--- config.mk ---
export PLATFORM = sky130hd
export DESIGN_NAME = i2c_master_xfer_seq
export DESIGN_NICKNAME = d
export VERILOG_FILES = /design/src/rtl/i2c_master_xfer_seq_pkg.sv /design/src/rtl/i2c_master_xfer_seq.sv
export SDC_FILE = /design/constraint.sdc
export NUM_CORES = 1
export LEC_CHECK = 0
export ABC_AREA = 1
export CORE_MARGIN = 2
export CORE_UTILIZATION = 49
export CTS_BUF_LIST = sky130_fd_sc_hd__clkbuf_2 sky130_fd_sc_hd__clkbuf_4 sky130_fd_sc_hd__clkbuf_8
export DETAILED_ROUTE_END_ITERATION = 12
export PLACE_DENSITY = 0.82
export SKIP_CTS_REPAIR_TIMING = 1
export SYNTH_ARGS = -nofsm -noshare
export SYNTH_HDL_FRONTEND = slang
export SYNTH_SLANG_ARGS = --single-unit
--- constraint.sdc ---
create_clock -name i_sysclk -period 1.8 [get_ports i_sysclk]
set_input_delay 0.36 -clock i_sysclk [delete_from_list [all_inputs] [get_ports i_sysclk]]
set_output_delay 0.36 -clock i_sysclk [all_outputs]
set_load 0.01 [all_outputs]
--- src/rtl/i2c_master_xfer_seq_pkg.sv ---
// -----------------------------------------------------------------------------
// i2c_master_xfer_seq_pkg
// Shared definitions for the I2C transfer sequencer:
//   - CMD_* byte-controller command codes (same codes the byte controller
//     decodes)
//   - state_e : sequencer state encoding
//   - addr_byte() : builds the on-wire address byte {addr, rw}
// -----------------------------------------------------------------------------
package i2c_master_xfer_seq_pkg;

  localparam logic [3:0] CMD_IDLE    = 4'h0;
  localparam logic [3:0] CMD_START   = 4'h1;
  localparam logic [3:0] CMD_RESTART = 4'h2;
  localparam logic [3:0] CMD_STOP    = 4'h3;
  localparam logic [3:0] CMD_WRITE   = 4'h4;
  localparam logic [3:0] CMD_READ    = 4'h5;
  localparam logic [3:0] CMD_RD_ACK  = 4'h6;
  localparam logic [3:0] CMD_WR_ACK  = 4'h7;
  localparam logic [3:0] CMD_WR_NAK  = 4'h8;

  typedef enum logic [3:0] {
    ST_IDLE     = 4'd0,
    ST_START    = 4'd1,
    ST_ADDR     = 4'd2,
    ST_ADDR_ACK = 4'd3,
    ST_WWAIT    = 4'd4,
    ST_WBYTE    = 4'd5,
    ST_WACK     = 4'd6,
    ST_RBYTE    = 4'd7,
    ST_RACK     = 4'd8,
    ST_STOP     = 4'd9
  } state_e;

  function automatic logic [7:0] addr_byte(input logic [6:0] addr, input logic rw);
    return {addr, rw};
  endfunction

endpackage

--- src/rtl/i2c_master_xfer_seq.sv ---
// -----------------------------------------------------------------------------
// i2c_master_xfer_seq
// Turns one transfer request (7-bit address, direction, byte count) into the
// byte-level command stream for an I2C byte controller, moves payload bytes
// over valid/ready handshakes and reports NAK / arbitration loss / completion.
//
// Optional feature macro: I2C_XFER_REPSTART_EN
//   defined   : adds i_hold; a held transfer ends with CMD_RESTART and the
//               next transfer skips the START command.
//   undefined : every transfer ends with CMD_STOP.
//
// Ports
//   i_sysclk, i_nReset      clock, synchronous active-low reset
//   i_enable                low = synchronous clear
//   i_start/i_addr/i_rw/i_len   transfer request
//   i_wdata/i_wvalid/o_wready   write payload handshake
//   o_rdata/o_rvalid            read payload (no backpressure)
//   o_busy/o_done/o_nak/o_al    host status
//   o_cmd_trig/o_cmd/o_data     command to byte controller
//   i_cmd_ack/i_i2c_ack/i_i2c_al/i_data   byte controller response
// -----------------------------------------------------------------------------
module i2c_master_xfer_seq
  import i2c_master_xfer_seq_pkg::*;
#(
  parameter int LEN_W = 8
) (
  input  logic             i_sysclk,
  input  logic             i_nReset,
  input  logic             i_enable,
  input  logic             i_start,
  input  logic [6:0]       i_addr,
  input  logic             i_rw,
  input  logic [LEN_W-1:0] i_len,
`ifdef I2C_XFER_REPSTART_EN
  input  logic             i_hold,
`endif
  input  logic [7:0]       i_wdata,
  input  logic             i_wvalid,
  output logic             o_wready,
  output logic [7:0]       o_rdata,
  output logic             o_rvalid,
  output logic             o_busy,
  output logic             o_done,
  output logic             o_nak,
  output logic             o_al,
  output logic             o_cmd_trig,
  output logic [3:0]       o_cmd,
  output logic [7:0]       o_data,
  input  logic             i_cmd_ack,
  input  logic             i_i2c_ack,
  input  logic             i_i2c_al,
  input  logic [7:0]       i_data
);

  localparam logic [LEN_W-1:0] CNT_ZERO = {LEN_W{1'b0}};
  localparam logic [LEN_W-1:0] CNT_ONE  = {{(LEN_W-1){1'b0}}, 1'b1};

  state_e           state_q;
  logic [LEN_W-1:0] cnt_q;
  logic             rw_q;
  logic             hold_q;
  logic             owned_q;   // previous transfer ended with RESTART
  logic             wready_q;
  logic [7:0]       rdata_q;
  logic             rvalid_q;
  logic             busy_q;
  logic             done_q;
  logic             nak_q;
  logic             al_q;
  logic             cmd_trig_q;
  logic [3:0]       cmd_q;
  logic [7:0]       data_q;

  logic [LEN_W-1:0] cnt_dec_d;
  logic [3:0]       end_cmd_d;

  // Saturating decrement of the remaining-byte counter (never wraps below 0).
  always_comb begin
    cnt_dec_d = cnt_q;
    if (cnt_q != CNT_ZERO) begin
      cnt_dec_d = cnt_q - CNT_ONE;
    end else begin
      cnt_dec_d = CNT_ZERO;
    end
  end

  // Closing command of a transfer that was not NAKed.
  always_comb begin
    end_cmd_d = CMD_STOP;
    if (hold_q) begin
      end_cmd_d = CMD_RESTART;
    end else begin
      end_cmd_d = CMD_STOP;
    end
  end

  // Sequencer FSM with all host and byte-controller outputs registered.
  // Commands are launched on the transition edge so o_cmd_trig is high in
  // the first cycle of the new state.
  always_ff @(posedge i_sysclk) begin
    if (!i_nReset || !i_enable) begin
      state_q    <= ST_IDLE;
      cnt_q      <= CNT_ZERO;
      rw_q       <= 1'b0;
      hold_q     <= 1'b0;
      owned_q    <= 1'b0;
      wready_q   <= 1'b0;
      rdata_q    <= 8'hff;
      rvalid_q   <= 1'b0;
      busy_q     <= 1'b0;
      done_q     <= 1'b0;
      nak_q      <= 1'b0;
      al_q       <= 1'b0;
      cmd_trig_q <= 1'b0;
      cmd_q      <= CMD_IDLE;
      data_q     <= 8'hff;
    end else begin
      cmd_trig_q <= 1'b0;
      rvalid_q   <= 1'b0;
      done_q     <= 1'b0;
      wready_q   <= 1'b0;
      if ((state_q != ST_IDLE) && i_i2c_al) begin
        // Arbitration loss: abandon the bus without STOP; beats a same-cycle ack.
        al_q    <= 1'b1;
        done_q  <= 1'b1;
        state_q <= ST_IDLE;
        cmd_q   <= CMD_IDLE;
        owned_q <= 1'b0;
      end else begin
        case (state_q)
          ST_IDLE: begin
            busy_q <= 1'b0;
            // busy_q is still high in the o_done cycle, so a start there is ignored.
            if (i_start && !busy_q) begin
              rw_q       <= i_rw;
              cnt_q      <= i_len;
`ifdef I2C_XFER_REPSTART_EN
              hold_q     <= i_hold;
`else
              hold_q     <= 1'b0;
`endif
              data_q     <= addr_byte(i_addr, i_rw);
              nak_q      <= 1'b0;
              al_q       <= 1'b0;
              busy_q     <= 1'b1;
              cmd_trig_q <= 1'b1;
              if (owned_q) begin
                state_q <= ST_ADDR;
                cmd_q   <= CMD_WRITE;
              end else begin
                state_q <= ST_START;
                cmd_q   <= CMD_START;
              end
            end
          end
          ST_START: begin
            if (i_cmd_ack) begin
              state_q    <= ST_ADDR;
              cmd_q      <= CMD_WRITE;
              cmd_trig_q <= 1'b1;
            end
          end
          ST_ADDR: begin
            if (i_cmd_ack) begin
              state_q    <= ST_ADDR_ACK;
              cmd_q      <= CMD_RD_ACK;
              cmd_trig_q <= 1'b1;
            end
          end
          ST_ADDR_ACK: begin
            if (i_cmd_ack) begin
              if (i_i2c_ack) begin
                nak_q      <= 1'b1;
                state_q    <= ST_STOP;
                cmd_q      <= CMD_STOP;
                cmd_trig_q <= 1'b1;
              end else if (cnt_q == CNT_ZERO) begin
                state_q    <= ST_STOP;
                cmd_q      <= end_cmd_d;
                cmd_trig_q <= 1'b1;
              end else if (!rw_q) begin
                state_q  <= ST_WWAIT;
                wready_q <= 1'b1;
              end else begin
                state_q    <= ST_RBYTE;
                cmd_q      <= CMD_READ;
                cmd_trig_q <= 1'b1;
              end
            end
          end
          ST_WWAIT: begin
            if (i_wvalid && wready_q) begin
              data_q     <= i_wdata;
              state_q    <= ST_WBYTE;
              cmd_q      <= CMD_WRITE;
              cmd_trig_q <= 1'b1;
            end else begin
              wready_q <= 1'b1;
            end
          end
          ST_WBYTE: begin
            if (i_cmd_ack) begin
              state_q    <= ST_WACK;
              cmd_q      <= CMD_RD_ACK;
              cmd_trig_q <= 1'b1;
            end
          end
          ST_WACK: begin
            if (i_cmd_ack) begin
              cnt_q <= cnt_dec_d;
              if (i_i2c_ack) begin
                nak_q      <= 1'b1;
                state_q    <= ST_STOP;
                cmd_q      <= CMD_STOP;
                cmd_trig_q <= 1'b1;
              end else if (cnt_q <= CNT_ONE) begin
                state_q    <= ST_STOP;
                cmd_q      <= end_cmd_d;
                cmd_trig_q <= 1'b1;
              end else begin
                state_q  <= ST_WWAIT;
                wready_q <= 1'b1;
              end
            end
          end
          ST_RBYTE: begin
            if (i_cmd_ack) begin
              rdata_q    <= i_data;
              rvalid_q   <= 1'b1;
              state_q    <= ST_RACK;
              cmd_trig_q <= 1'b1;
              // Master NAKs the final byte so the slave releases SDA.
              if (cnt_q <= CNT_ONE) begin
                cmd_q <= CMD_WR_NAK;
              end else begin
                cmd_q <= CMD_WR_ACK;
              end
            end
          end
          ST_RACK: begin
            if (i_cmd_ack) begin
              cnt_q      <= cnt_dec_d;
              cmd_trig_q <= 1'b1;
              if (cnt_q <= CNT_ONE) begin
                state_q <= ST_STOP;
                cmd_q   <= end_cmd_d;
              end else begin
                state_q <= ST_RBYTE;
                cmd_q   <= CMD_READ;
              end
            end
          end
          ST_STOP: begin
            if (i_cmd_ack) begin
              done_q  <= 1'b1;
              state_q <= ST_IDLE;
              owned_q <= (cmd_q == CMD_RESTART);
              cmd_q   <= CMD_IDLE;
            end
          end
          default: begin
            state_q <= ST_IDLE;
            cmd_q   <= CMD_IDLE;
          end
        endcase
      end
    end
  end

  assign o_wready   = wready_q;
  assign o_rdata    = rdata_q;
  assign o_rvalid   = rvalid_q;
  assign o_busy     = busy_q;
  assign o_done     = done_q;
  assign o_nak      = nak_q;
  assign o_al       = al_q;
  assign o_cmd_trig = cmd_trig_q;
  assign o_cmd      = cmd_q;
  assign o_data     = data_q;

endmodule
==> impl_metrics.py, run 1 <==
metrics = {
    "run_status": {
        "outcome": "completed",
    },
    "critical_path": {
        "max_stage_delay_ps": 490,
        "critical_path.top_delay_family": "simple AND/OR/NAND/NOR gates",
        "cp_data_arrival_time_ps": 1840,
        "crit_chain": "nor2_4 > buf_4 > nand3_2 > nand2_1 > nor2_1 > nand2_2 > nor2_4 > nand2_1 > nand2_1 > nor2_1",
        "crit_fanout": 9,
        "start_kind": "flip-flop",
        "r2r_start": "state_q[0]",
        "setup.worst_path.end_class": "flip-flop",
        "r2r_end": "o_cmd[3]",
        "worst-path-buf-inv": 1,
        "path_depth": 10,
        "critical_path.endpoint": "o_cmd[3]",
        "timing.critical_path.mode_cell": "sky130_fd_sc_hd__nand2_1",
        "cpMaxStageDelayCell": "sky130_fd_sc_hd__dfxtp_1",
        "timing_worst_setup_path_type": "reg2reg",
        "timing.reg2reg.worst_path_depth": 10,
        "regToRegSetupSlack_ps": 150,
        "cp.required_ps": 2000,
        "worst_setup_path_startpoint": "state_q[0]",
    },
    "drt": {
        "post-route-drc-count": 0,
        "dr_total_vias": 2434,
        "routed_wl_mm": 5.80,
        "detailedRoute.firstPassIterationCount": 5,
        "wire_per_inst_um": 12.2,
        "highest_layer_used_for_signal_routing": "met4",
        "drtIter0Drc": 149,
        "via_per_inst": 5.14,
        "met3WireLength_um": 579,
        "routedLengthMet1_mm": 2.53,
        "final_antenna_net_count": 0,
        "wl_met2_mm": 2.56,
    },
    "sta": {
        "setup_viol": 0,
        "fmaxAchievable_ghz": 0.606,
        "setup_ws_ps": 151,
        "slew_viol_final": 0,
        "worst_clock_skew_ps": 7.07,
        "final_tns_setup_ps": 0,
        "final_hold_viol_count": 0,
        "layout_min_cycle_time_ps": 1650,
        "timing.hold.ws_ps": 463,
        "slew_headroom": 0.759,
        "min_period_over_period": 0.916,
        "transition_time_at_the_pin_with_the_least_slew_margin_ps": 360,
    },
    "worst_hold_path": {
        "holdCritPathClass": "reg2reg",
    },
    "layout": {
        "instances_no_fill": 474,
        "final_cell_mix": "104 x sky130_fd_sc_hd__nand2_1, 66 x sky130_fd_sc_hd__clkdlybuf4s50_1, 46 x sky130_fd_sc_hd__nor2_1",
        "insertedDiodeCount": 0,
        "final_common_cell": "sky130_fd_sc_hd__nand2_1",
        "area_growth_syn_to_layout_pct": 38.2,
        "layout-drive-gt1-share": 0.133,
        "finish.net_count": 464,
    },
    "pwr": {
        "power_leakage_nw": 1.45,
        "p_per_area_mw_per_mm2": 673,
        "max-vdd-ir-drop_mv": 0.452,
        "design_power_total_mw": 2.12,
    },
    "synth": {
        "synthesized_area_divided_by_synthesized_cell_count_um2": 6.60,
        "synth_simple_gate_area_frac": 0.400,
        "synth_async_sr_flop_share": 0,
        "synth-compound-area-share": 0.0884,
        "syn-num-nets": 388,
        "synth-edff-count": 0,
        "count_of_mapped_cells_out_of_synthesis": 345,
        "syn-cell-area_mm2": 0.00228,
        "sequential_area_share_after_synthesis": 0.360,
        "synth_cell_type_count": 30,
        "synth_top_area_cell": "sky130_fd_sc_hd__dfxtp_1",
        "yosys.area.top_type_share": 0.360,
        "post_synth_main_area_contributors": "sky130_fd_sc_hd__dfxtp_1 36%, sky130_fd_sc_hd__nand2_1 18%, sky130_fd_sc_hd__nor2_1 7.6%, sky130_fd_sc_hd__nand3_1 5.7%, sky130_fd_sc_hd__inv_1 5.1%",
        "muxShareOfSynthArea": 0.0395,
        "dominant_combinational_cell_family_by_area_after_synthesis": "simple AND/OR/NAND/NOR gates",
        "dominantRegCellSynth": "sky130_fd_sc_hd__dfxtp_1",
        "yosys.area_share.adder": 0.0165,
        "synth-seq-cells": 41,
        "post_synth_xor_area_fraction": 0.0192,
        "synth-warning-count": 0,
    },
    "floorplan": {
        "rows": 24,
        "die_height_um": 72.2,
        "coreArea_mm2": 0.00441,
        "fp.dieW_um": 72.2,
        "die-area_mm2": 0.00521,
        "ios": 67,
        "initial_core_util": 0.516,
    },
    "placed_design": {
        "place.gp.congestion": 0.921,
        "placement.io_buffers": 66,
        "dp_hpwl_mm": 4.47,
        "preCtsSetupSlack_ps": -6.97,
        "dp.cells": 465,
    },
    "global_routing": {
        "grt.overflow.total": 0,
        "grt_start_max_net_pins": 14,
        "gr-usage-all-layers": 0.237,
        "antenna_found_initial": 0,
        "vias_in_the_first_global_route": 2287,
        "grt_pass1_wl_mm": 9.80,
    },
    "clock_tree": {
        "clk_transition_reported_paths_ps": 80,
        "insertion_delay_ps": 290,
        "htree_levels": 2,
        "maximum_count_of_clock_buffers_along_a_single_path": 2,
        "cts-root-buf": "sky130_fd_sc_hd__clkbuf_8",
        "cts_buffers": 5,
        "tritoncts": "done",
        "clkSinkCount": 41,
    },
    "run": {
        "max-cap-violations": 0,
    },
}
## power by group
group,switching (mW),total [mW],leakage [nW],internal [mW]
registers,0.0279,0.971,0.334,0.944
logic,0.284,0.523,1.07,0.239
clock network,0.336,0.624,0.0408,0.289
total,0.647,2.12,1.45,1.47
## sequential cells by signal, indices dropped and copies added, names as in the netlist, 4 cells and up
signal,flops
cnt_q,8
o_data,8
o_rdata,8
o_cmd,4
state_q,4
## cell type report
cell class	instances	area (um^2)
repair buffers	73	713
clock buffers	6	76.3
well taps	52	65.1
flip-flops and latches	41	822
inverters	40	153
multi-input cells	260	1300
clock inverters	2	15.0
fillers	353	1270
## logic make-up after synthesis
family | count (synthesis)
simple gates | 205
buf+inv | 44
flops | 41
compound gates | 39
mux | 8
xor+xnor | 5
fa+ha+maj | 3
## cell usage after synthesis, types with 2 or more instances
cell                       number
sky130_fd_sc_hd__nand2_1      107
sky130_fd_sc_hd__nor2_1        46
sky130_fd_sc_hd__dfxtp_1       41
sky130_fd_sc_hd__inv_1         31
sky130_fd_sc_hd__nand3_1       26
sky130_fd_sc_hd__a21oi_1       18
sky130_fd_sc_hd__o21ai_0       16
sky130_fd_sc_hd__inv_2          8
sky130_fd_sc_hd__mux2_2         8
sky130_fd_sc_hd__nand4_1        7
sky130_fd_sc_hd__nand2_2        6
sky130_fd_sc_hd__nor2_2         4
sky130_fd_sc_hd__xor2_1         4
sky130_fd_sc_hd__ha_1           3
sky130_fd_sc_hd__o21ai_1        3
sky130_fd_sc_hd__clkbuf_1       2
sky130_fd_sc_hd__nor2_4         2
## worst register-to-register path, delay by kind of cell, from the launching register on
kind,cells,cell delay (ps)
buf+inv,1,160
flops,1,490
simple gates,9,910
## metal layers
layer  vias to the layer above  track usage
met1                      1067        0.299
met3                        14       0.0778
met4                         0       0.0901
met5                         -            0
met2                       105        0.376
li1                       1248            -
## how the worst min path moves through the flow
| stage | from | to | slack, ps | depth (start not counted) |
|---|---|---|---|---|
| 4_1_cts | o_nak | o_nak | 460 | 2 |
| 6_report | o_nak | o_nak | 460 | 2 |
| 5_1_grt | o_nak | o_nak | 490 | 2 |
| 3_5_place_dp | o_rdata[7] | o_rdata[7] | 440 | 2 |
| 3_3_place_gp | o_rdata[7] | o_rdata[7] | 440 | 2 |
| 2_1_floorplan | cnt_q[1] | cnt_q[1] | 460 | 2 |
## stage by stage
stage	utilization	area, um^2
floorplan	-	2280
global placement	0.685	3030
detailed placement	0.685	3030
CTS	0.706	3120
global route	0.713	3150
finish	0.713	3150
Power figures use the tool's default switching activity.
==> run 2, diff against run 1 <==
--- a/config.mk
+++ b/config.mk
@@ -11,6 +11,7 @@
 export CTS_BUF_LIST = sky130_fd_sc_hd__clkbuf_2 sky130_fd_sc_hd__clkbuf_4 sky130_fd_sc_hd__clkbuf_8
 export DETAILED_ROUTE_END_ITERATION = 12
 export PLACE_DENSITY = 0.82
+export SETUP_SLACK_MARGIN = 0.5
 export SKIP_CTS_REPAIR_TIMING = 1
 export SYNTH_ARGS = -nofsm -noshare
 export SYNTH_HDL_FRONTEND = slang
==> impl_metrics.py, run 2 (synthesis results as in run 1) <==
metrics = {
    "run_status": {
        "outcome": "completed",
    },
    "floorplan": {
        "rows": 24,
        "die_height_um": 72.2,
        "ios": 67,
        "die-area_mm2": 0.00521,
        "initial_core_util": 0.516,
        "fp.dieW_um": 72.2,
        "coreArea_mm2": 0.00441,
    },
    "pwr": {
        "design_power_total_mw": 2.59,
        "max-vdd-ir-drop_mv": 0.534,
        "p_per_area_mw_per_mm2": 679,
        "power_leakage_nw": 1.90,
    },
    "layout": {
        "regArea_um2": 841,
        "insertedDiodeCount": 0,
        "final_cell_mix": "91 x sky130_fd_sc_hd__nand2_1, 38 x sky130_fd_sc_hd__clkdlybuf4s50_1, 35 x sky130_fd_sc_hd__nor2_1, 35 x sky130_fd_sc_hd__dfxtp_1, 28 x sky130_fd_sc_hd__dlymetal6s2s_1",
        "area_growth_syn_to_layout_pct": 67.3,
        "multiInputGateArea_mm2": 0.00160,
        "filler_cell_count": 225,
        "instances_no_fill": 502,
        "layout-drive-gt1-share": 0.296,
        "final_common_cell": "sky130_fd_sc_hd__nand2_1",
        "finish.net_count": 492,
        "layout.core_utilization": 0.864,
    },
    "sta": {
        "min_period_over_period": 0.902,
        "final_hold_viol_count": 0,
        "fmaxAchievable_ghz": 0.616,
        "setup_viol": 0,
        "transition_time_at_the_pin_with_the_least_slew_margin_ps": 321,
        "rsz0062_at_grt": "yes",
        "layout_min_cycle_time_ps": 1620,
        "slew_headroom": 0.786,
        "slew_viol_final": 0,
        "final_tns_setup_ps": 0,
        "worst_clock_skew_ps": 11.3,
        "timing.hold.ws_ps": 453,
    },
    "drt": {
        "via_per_inst": 5.67,
        "post-route-drc-count": 0,
        "routed_wl_mm": 8.28,
        "detailedRoute.firstPassIterationCount": 9,
        "wire_per_inst_um": 16.5,
        "dr_total_vias": 2847,
        "drtIter0Drc": 455,
        "final_antenna_net_count": 0,
    },
    "critical_path": {
        "cp.required_ps": 2030,
        "setup.worst_path.end_class": "flip-flop",
        "worst-path-buf-inv": 2,
        "critical_path.top_delay_family": "simple AND/OR/NAND/NOR gates",
        "crit_fanout": 6,
        "cp_data_arrival_time_ps": 1850,
        "start_kind": "flip-flop",
        "timing.critical_path.mode_cell": "sky130_fd_sc_hd__nand2_1",
        "max_stage_delay_ps": 390,
        "crit_chain": "nor2_4 > nand2_2 > inv_1 > nand3_1 > nand2_1 > inv_1 > nand2_1 > nand2_1 > a21oi_1",
        "timing_worst_setup_path_type": "reg2reg",
        "cpMaxStageDelayCell": "sky130_fd_sc_hd__dfxtp_4",
    },
    "worst_hold_path": {
        "holdCritPathClass": "reg2reg",
    },
    "global_routing": {
        "vias_in_the_first_global_route": 2232,
        "antenna_found_initial": 0,
        "grt.overflow.total": 0,
        "gr-usage-all-layers": 0.238,
        "grt_start_max_net_pins": 16,
        "grt_pass1_wl_mm": 9.65,
    },
    "placed_design": {
        "dp.cells": 464,
        "dp_hpwl_mm": 4.58,
        "placement.io_buffers": 66,
        "place.gp.congestion": 1.04,
    },
    "clock_tree": {
        "insertion_delay_ps": 310,
        "cts_buffers": 5,
        "tritoncts": "done",
        "maximum_count_of_clock_buffers_along_a_single_path": 2,
        "clk_transition_reported_paths_ps": 80,
        "clkSinkCount": 41,
        "htree_levels": 2,
        "cts-root-buf": "sky130_fd_sc_hd__clkbuf_8",
    },
    "run": {
        "max-cap-violations": 0,
    },
}
-- run 2: cell types whose count changed in the layout (fill, tap and decap cells not counted), moves of 6 or more --
| cell | delta |
|---|---|
| sky130_fd_sc_hd__clkdlybuf4s50_1 | -28 |
| sky130_fd_sc_hd__nor2_1 | -11 |
| sky130_fd_sc_hd__o21ai_0 | -6 |
| sky130_fd_sc_hd__nand2_1 | -13 |
| sky130_fd_sc_hd__nand2_4 | +11 |
| sky130_fd_sc_hd__buf_4 | +19 |
| sky130_fd_sc_hd__dlymetal6s2s_1 | +28 |
| sky130_fd_sc_hd__nor2_4 | +6 |
-- run 2: path summary, 6_finish.rpt --
check	slack (ps)	cells past startpoint	to	start
worst min-delay path	450	2	o_rdata[3]	o_rdata[3]
worst max register to register	180	9	o_cmd[2]	state_q[2]
worst min register to register	450	2	o_rdata[3]	o_rdata[3]
worst max-delay path	180	9	o_cmd[2]	state_q[2]
-- run 2: per-layer routing --
metal	vias to the layer above	share of wire	GRT usage	wire, um
li1	1320	-	-	-
met1	1273	0.38	0.302	3150
met2	207	0.47	0.369	3900
met3	47	0.11	0.0778	900
met4	0	0.040	0.105	335
met5	-	0	0	0
-- run 2: cell type report --
| cell class | count | area share |
|---|---|---|
| Clock buffer | 5 | 0.0181 |
| Clock inverter | 3 | 0.0171 |
| Inverter | 40 | 0.0466 |
| Multi-Input combinational cell | 263 | 0.419 |
| Sequential cell | 41 | 0.221 |
| Tap cell | 52 | 0.0171 |
| Timing Repair Buffer | 97 | 0.260 |
| Timing Repair inverter | 1 | 0.00197 |
-- run 2: power by group --
part / switching, mW / leakage [nW] / internal [mW]
sequential: 0.0341 / 0.338 / 0.939
clock: 0.350 / 0.0681 / 0.551
combinational: 0.392 / 1.49 / 0.322
-- run 2: metrics by stage --
step / setup slack, ps / instance area (um^2)
finish: 177 / 3810
global route: 72.0 / 3810
global placement: 73.1 / 3050
floorplan: 355 / 2320
detailed placement: 39.5 / 3050
CTS: 62.3 / 3180
-- run 2: worst min-delay path, delay by kind of cell (launching register included) --
kind / cells / cell delay (ps)
DFF: 1 / 330
and+or+nand+nor: 2 / 100
==> run 3, diff against run 2 <==
--- a/config.mk
+++ b/config.mk
@@ -9,10 +9,12 @@
 export CORE_MARGIN = 2
 export CORE_UTILIZATION = 49
 export CTS_BUF_LIST = sky130_fd_sc_hd__clkbuf_2 sky130_fd_sc_hd__clkbuf_4 sky130_fd_sc_hd__clkbuf_8
+export CTS_CLUSTER_DIAMETER = 100
 export DETAILED_ROUTE_END_ITERATION = 12
 export PLACE_DENSITY = 0.82
 export SETUP_SLACK_MARGIN = 0.5
 export SKIP_CTS_REPAIR_TIMING = 1
+export SLEW_MARGIN = 20
 export SYNTH_ARGS = -nofsm -noshare
 export SYNTH_HDL_FRONTEND = slang
 export SYNTH_SLANG_ARGS = --single-unit
==> results of run 3 <==
Final layout, timing and power as in run 2 (identical DEF).
